==> src/rtl/sdram_wr_burst_if.sv <==
// ---------------------------------------------------------------------------
// sdram_wr_burst_if
//
// Purpose: bundles the job handshake, arbiter handshake, FIFO side and SDRAM
// command/address/data signals of the SDRAM burst write engine.
//
// Signals:
//   wr_trig        job start pulse (sampled only while the engine is idle)
//   wr_start_addr  {bank,row,col} start address, col BL-aligned
//   wr_len         number of bursts in the job (0 = ignored)
//   wr_busy        engine is not idle
//   wr_done        one-cycle job completion pulse
//   wr_req         bus request to the arbiter
//   wr_en          bus grant from the arbiter
//   ref_req        refresh request
//   flag_wr_end    one-cycle pulse releasing the bus to the arbiter
//   din            show-ahead FIFO head data
//   din_rd         FIFO pop, one per data beat
//   wr_cmd         {cs_n,ras_n,cas_n,we_n}
//   wr_addr        SDRAM address bus
//   bank_addr      SDRAM bank select
//   wr_data        SDRAM write data
//
// Modports:
//   master  the write engine
//   slave   the surrounding system (arbiter, FIFO, job source, SDRAM mux)
// ---------------------------------------------------------------------------
interface sdram_wr_burst_if #(
    parameter int DW     = 16,
    parameter int ROW_W  = 12,
    parameter int COL_W  = 9,
    parameter int BANK_W = 2,
    parameter int LEN_W  = 16
);
    logic                          wr_trig;
    logic [BANK_W+ROW_W+COL_W-1:0] wr_start_addr;
    logic [LEN_W-1:0]              wr_len;
    logic                          wr_busy;
    logic                          wr_done;
    logic                          wr_req;
    logic                          wr_en;
    logic                          ref_req;
    logic                          flag_wr_end;
    logic [DW-1:0]                 din;
    logic                          din_rd;
    logic [3:0]                    wr_cmd;
    logic [ROW_W-1:0]              wr_addr;
    logic [BANK_W-1:0]             bank_addr;
    logic [DW-1:0]                 wr_data;

    modport master (
        input  wr_trig, wr_start_addr, wr_len, wr_en, ref_req, din,
        output wr_busy, wr_done, wr_req, flag_wr_end, din_rd,
               wr_cmd, wr_addr, bank_addr, wr_data
    );

    modport slave (
        output wr_trig, wr_start_addr, wr_len, wr_en, ref_req, din,
        input  wr_busy, wr_done, wr_req, flag_wr_end, din_rd,
               wr_cmd, wr_addr, bank_addr, wr_data
    );
endinterface

==> src/rtl/sdram_wr_burst.sv <==
// ---------------------------------------------------------------------------
// sdram_wr_burst
//
// Purpose: SDRAM burst write engine. Takes a {bank,row,col} start address and
// a burst count, streams data out of a show-ahead FIFO, walks across column,
// row and bank boundaries on its own, and hands the bus back to the arbiter
// whenever a refresh is pending, resuming at the same position afterwards.
//
// Ports:
//   clk    clock
//   rst_n  asynchronous active-low reset
//   bus    sdram_wr_burst_if.master (job, arbiter, FIFO and SDRAM signals)
//
// Timing notes:
//   wr_cmd, wr_addr, bank_addr and din_rd decode the registered state and
//   phase counter, so they only change after clock edges. wr_req, wr_busy,
//   wr_done and flag_wr_end are registered directly.
// ---------------------------------------------------------------------------
module sdram_wr_burst #(
    parameter int DW     = 16,
    parameter int ROW_W  = 12,
    parameter int COL_W  = 9,
    parameter int BANK_W = 2,
    parameter int BL     = 4,
    parameter int T_RCD  = 2,
    parameter int T_RP   = 2,
    parameter int LEN_W  = 16
) (
    input  logic              clk,
    input  logic              rst_n,
    sdram_wr_burst_if.master  bus
);

    // SDRAM commands {cs_n,ras_n,cas_n,we_n}
    localparam logic [3:0] CMD_NOP = 4'b0111;
    localparam logic [3:0] CMD_ACT = 4'b0011;
    localparam logic [3:0] CMD_WR  = 4'b0100;
    localparam logic [3:0] CMD_PRE = 4'b0010;

    // One phase counter serves ACT wait, burst beats and PRE wait.
    localparam int PH_MAX_A = (T_RCD > T_RP) ? T_RCD : T_RP;
    localparam int PH_MAX   = (PH_MAX_A > BL) ? PH_MAX_A : BL;
    localparam int PH_W     = $clog2(PH_MAX) + 1;

    localparam logic [PH_W-1:0] PH_RCD_LAST = PH_W'(T_RCD - 1);
    localparam logic [PH_W-1:0] PH_RP_LAST  = PH_W'(T_RP - 1);
    localparam logic [PH_W-1:0] PH_BL_LAST  = PH_W'(BL - 1);

    // PRE with A10 high closes all banks at once.
    localparam logic [ROW_W-1:0] PRE_ALL_ADDR = ROW_W'(1) << 10;

    localparam int AW = BANK_W + ROW_W + COL_W;

    typedef enum logic [2:0] {
        S_IDLE,
        S_REQ,
        S_ACT,
        S_WRITE,
        S_PRE
    } state_t;

    state_t             r_state;
    logic [PH_W-1:0]    r_phase;
    logic [BANK_W-1:0]  r_bank;
    logic [ROW_W-1:0]   r_row;
    logic [COL_W-1:0]   r_col;
    logic [LEN_W-1:0]   r_rem;
    logic               r_ref_pend;
    logic               r_wr_req;
    logic               r_wr_busy;
    logic               r_wr_done;
    logic               r_flag_wr_end;

    logic [COL_W-1:0]   w_col_next;
    logic               w_col_wrap;
    logic [ROW_W-1:0]   w_row_next;
    logic               w_row_wrap;
    logic [LEN_W-1:0]   w_rem_next;
    logic [BANK_W-1:0]  w_start_bank;
    logic [ROW_W-1:0]   w_start_row;
    logic [COL_W-1:0]   w_start_col;

    logic [3:0]         w_cmd;
    logic [ROW_W-1:0]   w_addr;
    logic [BANK_W-1:0]  w_bank;
    logic               w_din_rd;

    // Start address fields {bank,row,col}
    assign w_start_bank = bus.wr_start_addr[AW-1 -: BANK_W];
    assign w_start_row  = bus.wr_start_addr[COL_W +: ROW_W];
    assign w_start_col  = bus.wr_start_addr[COL_W-1:0];

    // Pointer advance at the end of a burst. The column is BL-aligned, so
    // the sum lands exactly on zero when the row is exhausted.
    assign w_col_next = r_col + COL_W'(BL);
    assign w_col_wrap = (w_col_next == '0);
    assign w_row_next = r_row + ROW_W'(1);
    assign w_row_wrap = (w_row_next == '0);
    assign w_rem_next = r_rem - LEN_W'(1);

    // -----------------------------------------------------------------------
    // Command / address decode
    // -----------------------------------------------------------------------
    always_comb begin
        w_cmd    = CMD_NOP;
        w_addr   = '0;
        w_bank   = '0;
        w_din_rd = 1'b0;
        case (r_state)
            S_ACT: begin
                if (r_phase == '0) begin
                    w_cmd  = CMD_ACT;
                    w_addr = r_row;
                    w_bank = r_bank;
                end
            end
            S_WRITE: begin
                w_din_rd = 1'b1;
                if (r_phase == '0) begin
                    w_cmd  = CMD_WR;
                    // Column on the low bits; A10 stays 0 (no auto-precharge)
                    w_addr = {{(ROW_W-COL_W){1'b0}}, r_col};
                    w_bank = r_bank;
                end
            end
            S_PRE: begin
                if (r_phase == '0) begin
                    w_cmd  = CMD_PRE;
                    w_addr = PRE_ALL_ADDR;
                end
            end
            default: begin
            end
        endcase
    end

    assign bus.wr_cmd      = w_cmd;
    assign bus.wr_addr     = w_addr;
    assign bus.bank_addr   = w_bank;
    assign bus.din_rd      = w_din_rd;
    assign bus.wr_data     = bus.din;
    assign bus.wr_req      = r_wr_req;
    assign bus.wr_busy     = r_wr_busy;
    assign bus.wr_done     = r_wr_done;
    assign bus.flag_wr_end = r_flag_wr_end;

    // -----------------------------------------------------------------------
    // Sequencer
    // -----------------------------------------------------------------------
    always_ff @(posedge clk or negedge rst_n) begin
        if (!rst_n) begin
            r_state       <= S_IDLE;
            r_phase       <= '0;
            r_bank        <= '0;
            r_row         <= '0;
            r_col         <= '0;
            r_rem         <= '0;
            r_ref_pend    <= 1'b0;
            r_wr_req      <= 1'b0;
            r_wr_busy     <= 1'b0;
            r_wr_done     <= 1'b0;
            r_flag_wr_end <= 1'b0;
        end else begin
            r_wr_done     <= 1'b0;
            r_flag_wr_end <= 1'b0;

            // While we own the bus, remember refresh requests so the engine
            // can yield at the next burst boundary. In IDLE/REQ the arbiter
            // already sees the request itself.
            if (bus.ref_req && (r_state == S_ACT || r_state == S_WRITE ||
                                r_state == S_PRE)) begin
                r_ref_pend <= 1'b1;
            end

            case (r_state)
                S_IDLE: begin
                    if (bus.wr_trig && (bus.wr_len != '0)) begin
                        r_bank    <= w_start_bank;
                        r_row     <= w_start_row;
                        r_col     <= w_start_col;
                        r_rem     <= bus.wr_len;
                        r_wr_req  <= 1'b1;
                        r_wr_busy <= 1'b1;
                        r_state   <= S_REQ;
                    end
                end

                S_REQ: begin
                    if (bus.wr_en) begin
                        r_wr_req <= 1'b0;
                        r_phase  <= '0;
                        r_state  <= S_ACT;
                    end
                end

                S_ACT: begin
                    if (r_phase == PH_RCD_LAST) begin
                        r_phase <= '0;
                        r_state <= S_WRITE;
                    end else begin
                        r_phase <= r_phase + PH_W'(1);
                    end
                end

                S_WRITE: begin
                    if (r_phase == PH_BL_LAST) begin
                        r_phase <= '0;
                        r_rem   <= w_rem_next;
                        r_col   <= w_col_next;
                        if (w_col_wrap) begin
                            r_row <= w_row_next;
                            if (w_row_wrap) begin
                                r_bank <= r_bank + BANK_W'(1);
                            end
                        end
                        // Done, row change and refresh yield all close the
                        // row through the same PRE; the exit decides where
                        // to go next. Otherwise the next WR follows with no
                        // gap.
                        if ((w_rem_next == '0) || w_col_wrap || r_ref_pend) begin
                            r_state <= S_PRE;
                        end
                    end else begin
                        r_phase <= r_phase + PH_W'(1);
                    end
                end

                S_PRE: begin
                    if (r_phase == PH_RP_LAST) begin
                        r_phase    <= '0;
                        r_ref_pend <= 1'b0;
                        if (r_rem == '0) begin
                            r_wr_done     <= 1'b1;
                            r_flag_wr_end <= 1'b1;
                            r_wr_busy     <= 1'b0;
                            r_state       <= S_IDLE;
                        end else if (r_ref_pend) begin
                            // Give the bus away, then ask for it again; the
                            // pointers already hold the resume position.
                            r_flag_wr_end <= 1'b1;
                            r_wr_req      <= 1'b1;
                            r_state       <= S_REQ;
                        end else begin
                            // Pure row change: keep the bus.
                            r_state <= S_ACT;
                        end
                    end else begin
                        r_phase <= r_phase + PH_W'(1);
                    end
                end

                default: begin
                    r_state <= S_IDLE;
                end
            endcase
        end
    end

endmodule

==> src/flat_wrapper.sv <==
// flat-port wrapper written by rule: the top's interface ports become plain ports
module sdram_wr_burst_flat 
#(
    parameter int DW     = 16,
    parameter int ROW_W  = 12,
    parameter int COL_W  = 9,
    parameter int BANK_W = 2,
    parameter int BL     = 4,
    parameter int T_RCD  = 2,
    parameter int T_RP   = 2,
    parameter int LEN_W  = 16
)
  (clk, rst_n, bus_wr_trig, bus_wr_start_addr, bus_wr_len, bus_wr_en, bus_ref_req, bus_din, bus_wr_busy, bus_wr_done, bus_wr_req, bus_flag_wr_end, bus_din_rd, bus_wr_cmd, bus_wr_addr, bus_bank_addr, bus_wr_data);
  sdram_wr_burst_if #(.DW(DW), .ROW_W(ROW_W), .COL_W(COL_W), .BANK_W(BANK_W), .LEN_W(LEN_W)) bus_i ();
  input  logic clk;
  input  logic rst_n;
  input wire logic [$bits(bus_i.wr_trig)-1:0] bus_wr_trig;
  input wire logic [$bits(bus_i.wr_start_addr)-1:0] bus_wr_start_addr;
  input wire logic [$bits(bus_i.wr_len)-1:0] bus_wr_len;
  input wire logic [$bits(bus_i.wr_en)-1:0] bus_wr_en;
  input wire logic [$bits(bus_i.ref_req)-1:0] bus_ref_req;
  input wire logic [$bits(bus_i.din)-1:0] bus_din;
  output wire logic [$bits(bus_i.wr_busy)-1:0] bus_wr_busy;
  output wire logic [$bits(bus_i.wr_done)-1:0] bus_wr_done;
  output wire logic [$bits(bus_i.wr_req)-1:0] bus_wr_req;
  output wire logic [$bits(bus_i.flag_wr_end)-1:0] bus_flag_wr_end;
  output wire logic [$bits(bus_i.din_rd)-1:0] bus_din_rd;
  output wire logic [$bits(bus_i.wr_cmd)-1:0] bus_wr_cmd;
  output wire logic [$bits(bus_i.wr_addr)-1:0] bus_wr_addr;
  output wire logic [$bits(bus_i.bank_addr)-1:0] bus_bank_addr;
  output wire logic [$bits(bus_i.wr_data)-1:0] bus_wr_data;
  assign bus_i.wr_trig = bus_wr_trig;
  assign bus_i.wr_start_addr = bus_wr_start_addr;
  assign bus_i.wr_len = bus_wr_len;
  assign bus_i.wr_en = bus_wr_en;
  assign bus_i.ref_req = bus_ref_req;
  assign bus_i.din = bus_din;
  assign bus_wr_busy = bus_i.wr_busy;
  assign bus_wr_done = bus_i.wr_done;
  assign bus_wr_req = bus_i.wr_req;
  assign bus_flag_wr_end = bus_i.flag_wr_end;
  assign bus_din_rd = bus_i.din_rd;
  assign bus_wr_cmd = bus_i.wr_cmd;
  assign bus_wr_addr = bus_i.wr_addr;
  assign bus_bank_addr = bus_i.bank_addr;
  assign bus_wr_data = bus_i.wr_data;
  sdram_wr_burst #(.DW(DW), .ROW_W(ROW_W), .COL_W(COL_W), .BANK_W(BANK_W), .BL(BL), .T_RCD(T_RCD), .T_RP(T_RP), .LEN_W(LEN_W)) u_core (.clk(clk), .rst_n(rst_n), .bus(bus_i));
endmodule
==> config.mk <==
export PLATFORM = sky130hd
export DESIGN_NAME = sdram_wr_burst_flat
export DESIGN_NICKNAME = d
export VERILOG_FILES = /design/src/rtl/sdram_wr_burst_if.sv /design/src/rtl/sdram_wr_burst.sv /design/src/flat_wrapper.sv
export SDC_FILE = /design/constraint.sdc
export NUM_CORES = 1
export LEC_CHECK = 0
export BUFFER_PORTS_ARGS = -buffer_cell sky130_fd_sc_hd__buf_2
export CAP_MARGIN = 20
export CORE_MARGIN = 1
export CORE_UTILIZATION = 43
export DETAILED_ROUTE_END_ITERATION = 8
export GPL_TIMING_DRIVEN = 0
export PLACE_DENSITY = 0.74
export SLEW_MARGIN = 10
export SYNTH_ARGS = -nofsm -noshare
export SYNTH_HDL_FRONTEND = slang
export SYNTH_SLANG_ARGS = --single-unit
==> constraint.sdc <==
create_clock -name clk -period 2.2 [get_ports clk]
set_input_delay 0.44 -clock clk [delete_from_list [all_inputs] [get_ports clk]]
set_output_delay 0.44 -clock clk [all_outputs]
set_load 0.05 [all_outputs]
# Word level (Yosys, flattened, before mapping)
# Index checks and enable logic that the tools add are counted.
# word_totals
regBits	50
output_inout_bits	39
# op_classes
add_sub_neg	5
n_eq_ne	17
muxes	58
reduce_logical	26
# op_table
cell	count
12-bit two-way mux	4
3-bit two-way mux	12
12-bit case mux with 3 select lines	1
16-bit zero test	2
16-bit two-way mux	2
16-bit case mux with 2 select lines	1
9-bit two-way mux	3
12-bit case mux with 2 select lines	1
1-bit two-way mux	18
9-bit case mux with 2 select lines	1
2-bit two-way mux	8
16-bit nonzero test	1
16-bit by 1-bit subtractor with 16-bit output, second input constant	1
3-bit case mux with 5 select lines	1
2-bit inequality test, second input constant	7
12-bit by 1-bit adder with 12-bit output, second input constant	1
12-bit zero test	1
4-bit case mux with 3 select lines	1
6-bit AND reduction	2
11-bit two-way mux	1
9-bit by 3-bit adder with 9-bit output, second input constant	1
3-bit by 2-bit == test with 1-bit output, second input constant	3
9-bit zero test	1
3-bit case mux with 3 select lines	1
18 further kinds	31

# Longest topological paths before layout
# Gate-level depths: netlist (run 1).
# depth
depth_word	7
depth_mapped	11

# Worst setup path after synthesis (run 1)
# OpenSTA, ideal clock, no wires.
# synth_timing
kind	reg2out
from	register u_core.r_state[1]
to	output bus_wr_addr[5]
arrival_ns	2.847
path_slack_ns	-1.087
stages_incl_launch_ff	8
n_path_buf	2
path_cell_list	dfrtp_1 buf_2 nor2b_1 nand2_1 clkbuf_1 nor2_1 inv_1 o21ai_0
# synth_via
elab_chain_len	2
# synth_lines
item	line_no	text
start, declared	sdram_wr_burst.sv:62	state_t r_state;
start signal, assigned	sdram_wr_burst.sv:152	r_state <= S_IDLE;
start signal, assigned	sdram_wr_burst.sv:184	r_state <= S_REQ;
start signal, assigned	sdram_wr_burst.sv:192	r_state <= S_ACT;
3-bit == test / 3-bit by 2-bit == test with 1-bit output (equally long branches)	sdram_wr_burst.sv:109	case (r_state)
12-bit case mux with 3 select lines *	sdram_wr_burst.sv:109	
end, declared	flat_wrapper.sv:29	output wire logic [$bits(bus_i.wr_addr)-1:0] bus_wr_addr;
# Mark *: on every way between the ends. The rest lies on a longest branch, timed or not.

# Worst setup path after layout (run 1)
# layout_timing
from	register u_core.r_rem[1]
to	register u_core.r_state[1]
# layout_via
elab_chain_len	6
# layout_lines
item	line_no	text
start, declared	sdram_wr_burst.sv:67	logic [LEN_W-1:0] r_rem;
start signal, assigned	sdram_wr_burst.sv:181	r_rem <= bus.wr_len;
start signal, assigned	sdram_wr_burst.sv:208	r_rem <= w_rem_next;
16-bit by 1-bit subtractor with 16-bit output	sdram_wr_burst.sv:99	assign w_rem_next = r_rem - LEN_W'(1);
16-bit zero test	sdram_wr_burst.sv:220	if ((w_rem_next == '0) || w_col_wrap || r_ref_pend) begin
1-bit logical OR (2 in a row)	sdram_wr_burst.sv:220	
2-bit inequality test (no line)	--	
6-bit AND reduction (no line)	--	
end signal, assigned	sdram_wr_burst.sv:221	r_state <= S_PRE;
end signal, assigned	sdram_wr_burst.sv:236	r_state <= S_IDLE;
end signal, assigned	sdram_wr_burst.sv:242	r_state <= S_REQ;
# Several ways; a longest one is shown, not always the timed one. The select of a mux whose other input is x is not followed.
# A chain may end at the register's enable or synchronous reset.

==> results of run 1 <==
worst max-delay path, delay by kind of cell (launching register included):
family	cells	cell delay [ps]
and+or+nand+nor	3	1230
DFF	1	460
AOI/OAI and AO/OA	2	320
muxes	1	310
power breakdown:
part	leakage (nW)	switching, W	internal (W)
Clock	0.0373	0.000326	0.000220
Sequential	0.575	0.000594	0.00135
Combinational	1.74	0.00338	0.00252
flip-flops by register name, indices dropped and copies added (netlist names):
name / cells
u_core.bus.wr_req: 1
u_core.bus.flag_wr_end: 1
u_core.bus.wr_busy: 1
u_core.r_state: 3
u_core.r_phase: 3
u_core.r_bank: 2
u_core.r_row: 12
u_core.r_ref_pend: 1
u_core.r_rem: 16
u_core.r_col: 9
u_core.bus.wr_done: 1
cells by family after synthesis:
group	count (synthesis)
muxes	7
AOI/OAI and AO/OA	154
adders and majority gates	11
other	1
DFF	50
xor gates and xnor gates	6
and+or+nand+nor	181
buffers and inverters	59
layer usage:
| metal | part of all wire (%) | routed length [um] |
|---|---|---|
| met1 | 39 | 5310 |
| met2 | 47 | 6470 |
| met3 | 9.4 | 1280 |
| met4 | 4.2 | 578 |
| met5 | 0 | 0 |
area by class of cell:
type                       instances  area, um^2
timing repair buffer             143        1040
multi-input combinational        361        2530
buffer                            40         315
fill                             663        2810
clock inverter                     1        7.51
tap                              105         131
sequential                        50        1260
inverter                          14        52.6
clock buffer                       6        72.6
how the worst min path moves through the flow:
stage                                       from  depth (start not counted)                               end  slack, ps
CTS                                        rst_n                          1       u_core.r_rem[9]$_DFFE_PN0P_        140
detailed placement                         rst_n                          1      u_core.r_rem[11]$_DFFE_PN0P_        480
finish                                     rst_n                          1       u_core.r_rem[9]$_DFFE_PN0P_        110
floorplan                                  rst_n                          0  u_core.bus.flag_wr_end$_DFF_PN0_        140
global placement    u_core.r_rem[14]$_DFFE_PN0P_                          2      u_core.r_rem[14]$_DFFE_PN0P_        490
global route                               rst_n                          1       u_core.r_rem[9]$_DFFE_PN0P_        180
cell usage after synthesis, types with 11 or more instances:
| master | number | area share (%) |
|---|---|---|
| nor4_1 | 12 | 2.0 |
| clkbuf_1 | 17 | 1.7 |
| ha_1 | 11 | 3.8 |
| dfrtp_1 | 50 | 34 |
| inv_1 | 14 | 1.4 |
| nor3_1 | 12 | 1.6 |
| o21ai_0 | 44 | 6.0 |
| a21oi_1 | 53 | 7.2 |
| nor2_1 | 40 | 4.1 |
| nand2_1 | 55 | 5.6 |
| buf_4 | 17 | 3.5 |
| o22ai_1 | 11 | 1.9 |
| nand3_1 | 13 | 1.8 |
per-stage QoR:
stage | worst slack [ps] | cell area (um^2)
3_3_place_gp | -410 | 4250
3_5_place_dp | -493 | 4270
6_report | -229 | 5410
4_1_cts | -228 | 4970
2_1_floorplan | -100 | 3710
5_1_grt | -305 | 5410
what timing repair did:
action	in CTS	in global routing
buffers inserted	26	36
gates cloned	2	0
pin swaps	13	20
setup endpoints to repair	63	57
hold buffers	0	0
gates resized for setup	102	78
==> flow_summary.json, run 1 <==
{
  "startpoint": "u_core.r_rem[1]$_DFFE_PN0P_",
  "setup_ws_ps": -229,
  "finalSetupViolations": 30,
  "synth-edff-count": 0,
  "synth_compound_area_share_pct": 26.0,
  "power_w": 0.00839,
  "syn_inst": 469,
  "gp_congestion": 0.950,
  "finalHoldViolCount": 0,
  "synth_mux_area_share_pct": 1.98,
  "use_met2_pct": 49.3,
  "cp_max_fo": 6,
  "synth_ff_type": "dfrtp_1",
  "worstSkewPairLatency_ps": 310,
  "ys_seq_elements": 50,
  "fin_cells": 720,
  "diodes": 0,
  "grt_overflow_total": 0,
  "cp.required_ps": 2390,
  "syn-num-nets": 540,
  "async_flop_share_pct": 100,
  "clockBufferDepth": 2,
  "dieArea_mm2": 0.00890,
  "finalCritPeriodShare_pct": 110,
  "antenna_found_initial": 0,
  "via_count": 4399,
  "final_common_cell": "buf_4",
  "ys_warn_count": 0,
  "grt_max_degree": 29,
  "cts_tree": "built",
  "firstDrtPassIters": 6,
  "synth_xor_area_share_pct": 1.43,
  "maxCapViolCount": 0,
  "dieWidth_um": 94.4,
  "reg2reg_to": "u_core.r_state[1]$_DFFE_PN0P_",
  "reg2reg_from": "u_core.r_rem[1]$_DFFE_PN0P_",
  "slowest_stage": "or4_4",
  "most-common-layout-cells": "68 x buf_4, 66 x buf_2, 50 x nand2_1",
  "cts_sinks": 50,
  "clockRootBuffer": "clkbuf_8",
  "synth_top_family_by_area": "compound AO/OA/AOI/OAI gates",
  "syn-cell-area_mm2": 0.00367,
  "fin_crit_ps": 2430,
  "grt_use_met3_pct": 4.83,
  "io-pin-count": 99,
  "crit_end": "u_core.r_state[1]$_DFFE_PN0P_",
  "slew_violations": 0,
  "synthSimpleGateAreaFrac_pct": 24.3,
  "violations": "negative setup slack",
  "start_kind": "flop",
  "ant_nets": 0,
  "grt_util_met1_pct": 38.5,
  "ys_types": 60,
  "tns_ps": -1670,
  "synth_adder_area_share_pct": 3.75,
  "critical_path_class": "reg2reg",
  "utilization_pct": 65.9,
  "drc": 0,
  "worst-slew-pin-transition_ps": 706,
  "clkTransAtPathRegs_ps": 100,
  "syn_to_final_growth_pct": 47.6,
  "irDropWorstVdd_uv": 867,
  "fmax_mhz": 412,
  "detailed_place_hpwl_mm": 8.43,
  "hold_slack_ps": 113,
  "end_kind": "flop",
  "cp_slowest_stage_delay_ps": 570,
  "grt_most_used_layer": "met2",
  "worstPathCellList": "or4_4 -> o41ai_2 -> nand4_1 -> nor4_4 -> o31ai_4 -> mux2_4",
  "nets": 686,
  "crit_arrival_ps": 2620,
  "status": "complete, but fails checks",
  "rows": 33,
  "viasPerCell": 6.11,
  "start_util_pct": 44.6,
  "cts_inserted_buffers": 5,
  "timing.slew.headroom_pct": 53.0,
  "dp.cells": 656,
  "grt_setup_unrepaired": "yes",
  "die_h_um": 94.4,
  "grt.total_usage_pct": 30.0,
  "reg2reg_depth": 6,
  "grt_pass1_vias": 4045,
  "p_per_area_mw_per_mm2": 1550,
  "finalClockSkew_ps": 12.2,
  "p_leak_nw": 2.35,
  "detail_route.wl_per_cell_um": 19.0,
  "core-area_mm2": 0.00822,
  "port_buffers": 81,
  "final_layout_size_suffix_gt1_share_pct": 43.9,
  "grt_pass1_wl_mm": 20.4,
  "hold_path.class": "in2async",
  "first_iter_violations": 452,
  "reg2reg_slack_ps": -230,
  "yosysSeqAreaShare_pct": 34.1,
  "syn_area_per_cell_um2": 7.82,
  "drt-total-wl_mm": 13.7,
  "htree_levels": 2
}
Power figures use the tool's default switching activity.
==> run 2: changes to the inputs <==
--- a/config.mk
+++ b/config.mk
@@ -9,9 +9,10 @@
 export CAP_MARGIN = 20
 export CORE_MARGIN = 1
 export CORE_UTILIZATION = 43
+export CTS_CLUSTER_SIZE = 28
 export DETAILED_ROUTE_END_ITERATION = 8
 export GPL_TIMING_DRIVEN = 0
-export PLACE_DENSITY = 0.74
+export PLACE_DENSITY = 0.71
 export SLEW_MARGIN = 10
 export SYNTH_ARGS = -nofsm -noshare
 export SYNTH_HDL_FRONTEND = slang
==> constraint.sdc (replaced) <==
create_clock -name clk -period 2.3 [get_ports clk]
set_input_delay 0.46 -clock clk [delete_from_list [all_inputs] [get_ports clk]]
set_output_delay 0.46 -clock clk [all_outputs]
set_load 0.05 [all_outputs]
==> flow_summary.json, run 2 (synthesis gave the netlist of run 1 again) <==
{
  "reg2reg_from": "u_core.r_rem[9]$_DFFE_PN0P_",
  "cts_tree": "built",
  "grt_max_degree": 35,
  "combinationalPowerShare_pct": 66.9,
  "p_switching_w": 0.00388,
  "fin_cells": 698,
  "final_cell_area_mm2": 0.00509,
  "slew_violations": 0,
  "cp.required_ps": 2500,
  "clockRootBuffer": "clkbuf_8",
  "drc": 0,
  "dp.cells": 656,
  "grt_setup_unrepaired": "yes",
  "start_kind": "flop",
  "clockBufferDepth": 2,
  "finalCritPeriodShare_pct": 106,
  "finalSetupViolations": 7,
  "critical_path_class": "reg2reg",
  "cp_max_fo": 5,
  "io-pin-count": 99,
  "reg2reg_depth": 7,
  "dieArea_mm2": 0.00890,
  "via_count": 4152,
  "reg_top3": "u_core.r_rem: 16 flops, u_core.r_row: 12 flops, u_core.r_col: 9 flops",
  "syn_to_final_growth_pct": 38.7,
  "rows": 33,
  "worst-slew-pin-transition_ps": 741,
  "status": "complete, but fails checks",
  "timing.slew.headroom_pct": 50.6,
  "p_int_w": 0.00367,
  "finalClockSkew_ps": 13.0,
  "startpoint": "u_core.r_rem[9]$_DFFE_PN0P_",
  "grt_overflow_total": 0,
  "worstSkewPairLatency_ps": 320,
  "clkTransAtPathRegs_ps": 110,
  "finalHoldViolCount": 0,
  "grt_pass1_wl_mm": 19.3,
  "ant_nets": 0,
  "final_layout_size_suffix_gt1_share_pct": 36.6,
  "p_per_area_mw_per_mm2": 1480,
  "port_buffers": 81,
  "placed_area_mm2": 0.00426,
  "p_leak_nw": 2.20,
  "postCtsHoldBufs": 0,
  "first_iter_violations": 319,
  "drt-total-wl_mm": 13.0,
  "antenna_found_initial": 0,
  "viasPerCell": 5.95,
  "detailed_place_hpwl_mm": 8.40,
  "irDropWorstVdd_uv": 733,
  "dieWidth_um": 94.4,
  "maxCapViolCount": 0,
  "cts_inserted_buffers": 5,
  "fin_crit_ps": 2430,
  "grt.total_usage_pct": 28.6,
  "final_common_cell": "buf_2",
  "reg2reg_to": "u_core.r_state[1]$_DFFE_PN0P_",
  "gp_congestion": 0.965,
  "fillCellCount": 717,
  "most-common-layout-cells": "67 x buf_2, 53 x nand2_1, 53 x a21oi_1",
  "hold_path.class": "in2async",
  "place_ws_ps": -555,
  "power_w": 0.00755,
  "detail_route.wl_per_cell_um": 18.6,
  "crit_end": "u_core.r_state[1]$_DFFE_PN0P_",
  "fmax_mhz": 412,
  "setup_ws_ps": -129,
  "reg2reg_slack_ps": -130,
  "grt_pass1_vias": 3817,
  "core-area_mm2": 0.00822,
  "diodes": 0,
  "firstDrtPassIters": 5,
  "cts_sinks": 50,
  "p_clk_share_pct": 8.6,
  "end_kind": "flop",
  "start_util_pct": 44.6,
  "largest_reg_flops": 16,
  "largest-register": "u_core.r_rem",
  "nets": 663,
  "seqPwrFrac_pct": 24.5,
  "switching_share_pct": 51.4,
  "violations": "negative setup slack",
  "die_h_um": 94.4,
  "crit_arrival_ps": 2630,
  "htree_levels": 2
}
-- run 2: cell count changes in the layout (fill, tap and decap cells not counted), sizes merged --
cell / delta
buf: -21
clkbuf: -3
clkinv: +2
bufinv: +1
clkinvlp: -1
-- run 2: layout make-up --
class	count	area [um^2]	area share [%]
clock inverter	3	40.0	0.787
timing repair buffer	119	808	15.9
inverter	14	52.6	1.03
multi-input combinational	361	2400	47.2
tap	105	131	2.58
buffer	41	323	6.35
clock buffer	5	68.8	1.35
sequential	50	1260	24.8
-- run 2: per-layer routing --
metal / vias up / part of all wire [%] / GRT usage, %
li1: 1924 / - / -
met1: 1968 / 40 / 36.1
met2: 219 / 48 / 47.2
met3: 41 / 8.0 / 5.07
met4: 0 / 3.5 / 13.5
met5: - / 0 / 0
-- run 2: worst max-delay path, stage by stage, from the launching register on --
cell      delay (ps)
dfrtp_1          440
or3_4            420
buf_8            140
o41ai_4          390
a221oi_4         120
nor4_4           380
o31ai_4          110
mux2_4           310
-- run 2: what timing repair did --
action	4_1_cts	5_1_grt
gates cloned	2	0
resized for setup	76	47
setup endpoints to repair	52	45
pin swaps	13	12
setup buffers	14	23
-- run 2: how the worst min path moves through the flow --
stage,start,endpoint,slack (ps),depth (start not counted)
after CTS,rst_n,u_core.r_rem[10]$_DFFE_PN0P_,100,1
final,rst_n,u_core.r_rem[9]$_DFFE_PN0P_,80,1
after detailed placement,rst_n,u_core.r_rem[2]$_DFFE_PN0P_,440,1
after global routing,rst_n,u_core.r_rem[9]$_DFFE_PN0P_,110,1
after floorplan,rst_n,u_core.bus.flag_wr_end$_DFF_PN0_,160,0
after global placement,u_core.r_rem[14]$_DFFE_PN0P_,u_core.r_rem[14]$_DFFE_PN0P_,490,2
-- run 2: power by group through the flow --
stage	sequential, W	clock [W]	combinational, W
3_3_place_gp	0.00179	0	0.00363
3_5_place_dp	0.00180	0	0.00370
4_1_cts	0.00178	0.000653	0.00447
6_report	0.00185	0.000649	0.00505
5_1_grt	0.00191	0.000687	0.00540
2_1_floorplan	0.00168	0	0.00280
-- run 2: per-stage QoR --
stage | util [%] | hold slack [ps] | setup TNS (ps)
floorplan | - | 164 | -360
global placement | 51.6 | 491 | -15810
detailed placement | 51.8 | 443 | -14700
CTS | 58.2 | 97.3 | -451
global route | 61.9 | 114 | -1490
finish | 61.9 | 75.5 | -434
==> run 3: changes to the inputs <==
--- a/config.mk
+++ b/config.mk
@@ -13,6 +13,7 @@
 export DETAILED_ROUTE_END_ITERATION = 8
 export GPL_TIMING_DRIVEN = 0
 export PLACE_DENSITY = 0.71
+export REMOVE_ABC_BUFFERS = 1
 export SLEW_MARGIN = 10
 export SYNTH_ARGS = -nofsm -noshare
 export SYNTH_HDL_FRONTEND = slang
==> constraint.sdc (replaced) <==
create_clock -name clk -period 2.35 [get_ports clk]
set_input_delay 0.47 -clock clk [delete_from_list [all_inputs] [get_ports clk]]
set_output_delay 0.47 -clock clk [all_outputs]
set_load 0.05 [all_outputs]
==> flow_summary.json, run 3 (synthesis gave the netlist of run 1 again) <==
{
  "final_cell_area_mm2": 0.00472,
  "fin_cells": 645,
  "utilization_pct": 57.4,
  "gp_congestion": 0.862,
  "final_common_cell": "buf_2",
  "viasPerCell": 6.09,
  "clockBufferDepth": 2,
  "postCtsHoldBufs": 0,
  "largest_reg_flops": 16,
  "p_per_area_mw_per_mm2": 1450,
  "worstSkewPairLatency_ps": 310,
  "grt_pass1_wl_mm": 17.4,
  "finalClockSkew_ps": 5.27,
  "reg_top3": "u_core.r_rem: 16 flops, u_core.r_row: 12 flops, u_core.r_col: 9 flops",
  "fillCellCount": 729,
  "fin_crit_ps": 2360,
  "cp.required_ps": 2550,
  "rows": 33,
  "detail_route.wl_per_cell_um": 17.5,
  "grt_setup_unrepaired": "yes",
  "clkTransAtPathRegs_ps": 100,
  "clockRootBuffer": "clkbuf_8",
  "syn_to_final_growth_pct": 28.6,
  "nets": 610,
  "worst-slew-pin-transition_ps": 539,
  "grt_overflow_total": 0,
  "grt_pass1_vias": 3622,
  "start_kind": "flop",
  "drt-total-wl_mm": 11.3,
  "start_util_pct": 44.6,
  "core-area_mm2": 0.00822,
  "cts_tree": "built",
  "dieArea_mm2": 0.00890,
  "cp_max_fo": 3,
  "setup_ws_ps": -10.4,
  "critical_path_class": "reg2reg",
  "cts_sinks": 50,
  "finalCritPeriodShare_pct": 100,
  "die_h_um": 94.4,
  "crit_arrival_ps": 2560,
  "violations": "negative setup slack",
  "maxCapViolCount": 0,
  "grt.total_usage_pct": 25.0,
  "most-common-layout-cells": "54 x buf_2, 53 x nand2_1, 53 x a21oi_1",
  "firstDrtPassIters": 4,
  "p_leak_nw": 1.96,
  "reg2reg_slack_ps": -10,
  "grt_max_degree": 39,
  "finalHoldViolCount": 0,
  "diodes": 0,
  "detailed_place_hpwl_mm": 7.00,
  "ant_nets": 0,
  "irDropWorstVdd_uv": 873,
  "antenna_found_initial": 0,
  "hold_path.class": "in2async",
  "placed_area_mm2": 0.00393,
  "htree_levels": 2,
  "end_kind": "flop",
  "largest-register": "u_core.r_rem",
  "via_count": 3931,
  "timing.slew.headroom_pct": 64.0,
  "slew_violations": 0,
  "final_layout_size_suffix_gt1_share_pct": 31.5,
  "drc": 0,
  "dp.cells": 597,
  "io-pin-count": 99,
  "first_iter_violations": 313,
  "status": "complete, but fails checks",
  "port_buffers": 65,
  "cts_inserted_buffers": 5,
  "finalSetupViolations": 1,
  "dieWidth_um": 94.4,
  "fmax_mhz": 424
}
run 3: cell count changes in the layout (fill, tap and decap cells not counted), sizes merged:
cell / before / now
bufinv: 1 / 0
clkbuf: 19 / 8
buf: 146 / 104
nand2: 55 / 57
inv: 14 / 13
run 3: path summary, 6_finish.rpt:
kind                                         startpoint                             to  depth (start not counted)
max                         u_core.r_rem[5]$_DFFE_PN0P_  u_core.r_state[1]$_DFFE_PN0P_                          6
min in group clk                   bus_wr_start_addr[9]    u_core.r_row[0]$_DFFE_PN0P_                          3
min reg2reg                u_core.r_rem[14]$_DFFE_PN0P_   u_core.r_rem[14]$_DFFE_PN0P_                          2
max reg2reg                 u_core.r_rem[5]$_DFFE_PN0P_  u_core.r_state[1]$_DFFE_PN0P_                          6
max in group asynchronous                         rst_n    u_core.r_col[2]$_DFFE_PN0P_                          2
min                                               rst_n    u_core.r_ref_pend$_DFF_PN0_                          1
run 3: metal layers:
layer	wire (um)	track usage (%)	vias up	part of all wire (%)
met4	272	7.56	0	2.4
met5	0	0	-	0
met1	4740	32.5	1893	42
met3	880	6.60	27	7.8
met2	5370	40.5	185	48
li1	-	-	1826	-
run 3: worst max-delay path, cell delays in order, from the launching register on:
cell and delay (ps):
dfrtp_1 400, or3_4 410, or3_4 390, a221oi_4 320, nor4_4 90, o31ai_2 290
mux2_1 350
run 3: metrics by stage:
step	total power (W)	setup slack [ps]	setup TNS [ps]	hold WS, ps
global route	0.00730	-86.2	-480	155
CTS	0.00627	-3.63	-3.63	138
finish	0.00683	-10.4	-10.4	125
global placement	0.00485	-3140	-124480	489
detailed placement	0.00500	-1870	-52270	482
floorplan	0.00413	-1940	-69980	174
run 3: power breakdown:
group | total (W) | switching, W | internal, W
Clock | 0.000544 | 0.000306 | 0.000239
Sequential | 0.00180 | 0.000528 | 0.00127
Combinational | 0.00449 | 0.00266 | 0.00183
Total | 0.00683 | 0.00349 | 0.00334
run 3: area by class of cell:
cell class / count / area, um^2 / area share, %
well taps: 105 / 131 / 2.79
clock inverters: 1 / 5.00 / 0.106
repair buffers: 105 / 773 / 16.4
flip-flops and latches: 50 / 1270 / 26.8
inverters: 14 / 78.8 / 1.67
multi-input cells: 363 / 2380 / 50.4
clock buffers: 7 / 86.3 / 1.83
run 3: repair_timing:
action,4_1_cts,5_1_grt
gates cloned,3,1
setup buffers,22,14
resized for setup,54,32
pin swaps,8,8
endpoints found under the setup margin,59,31
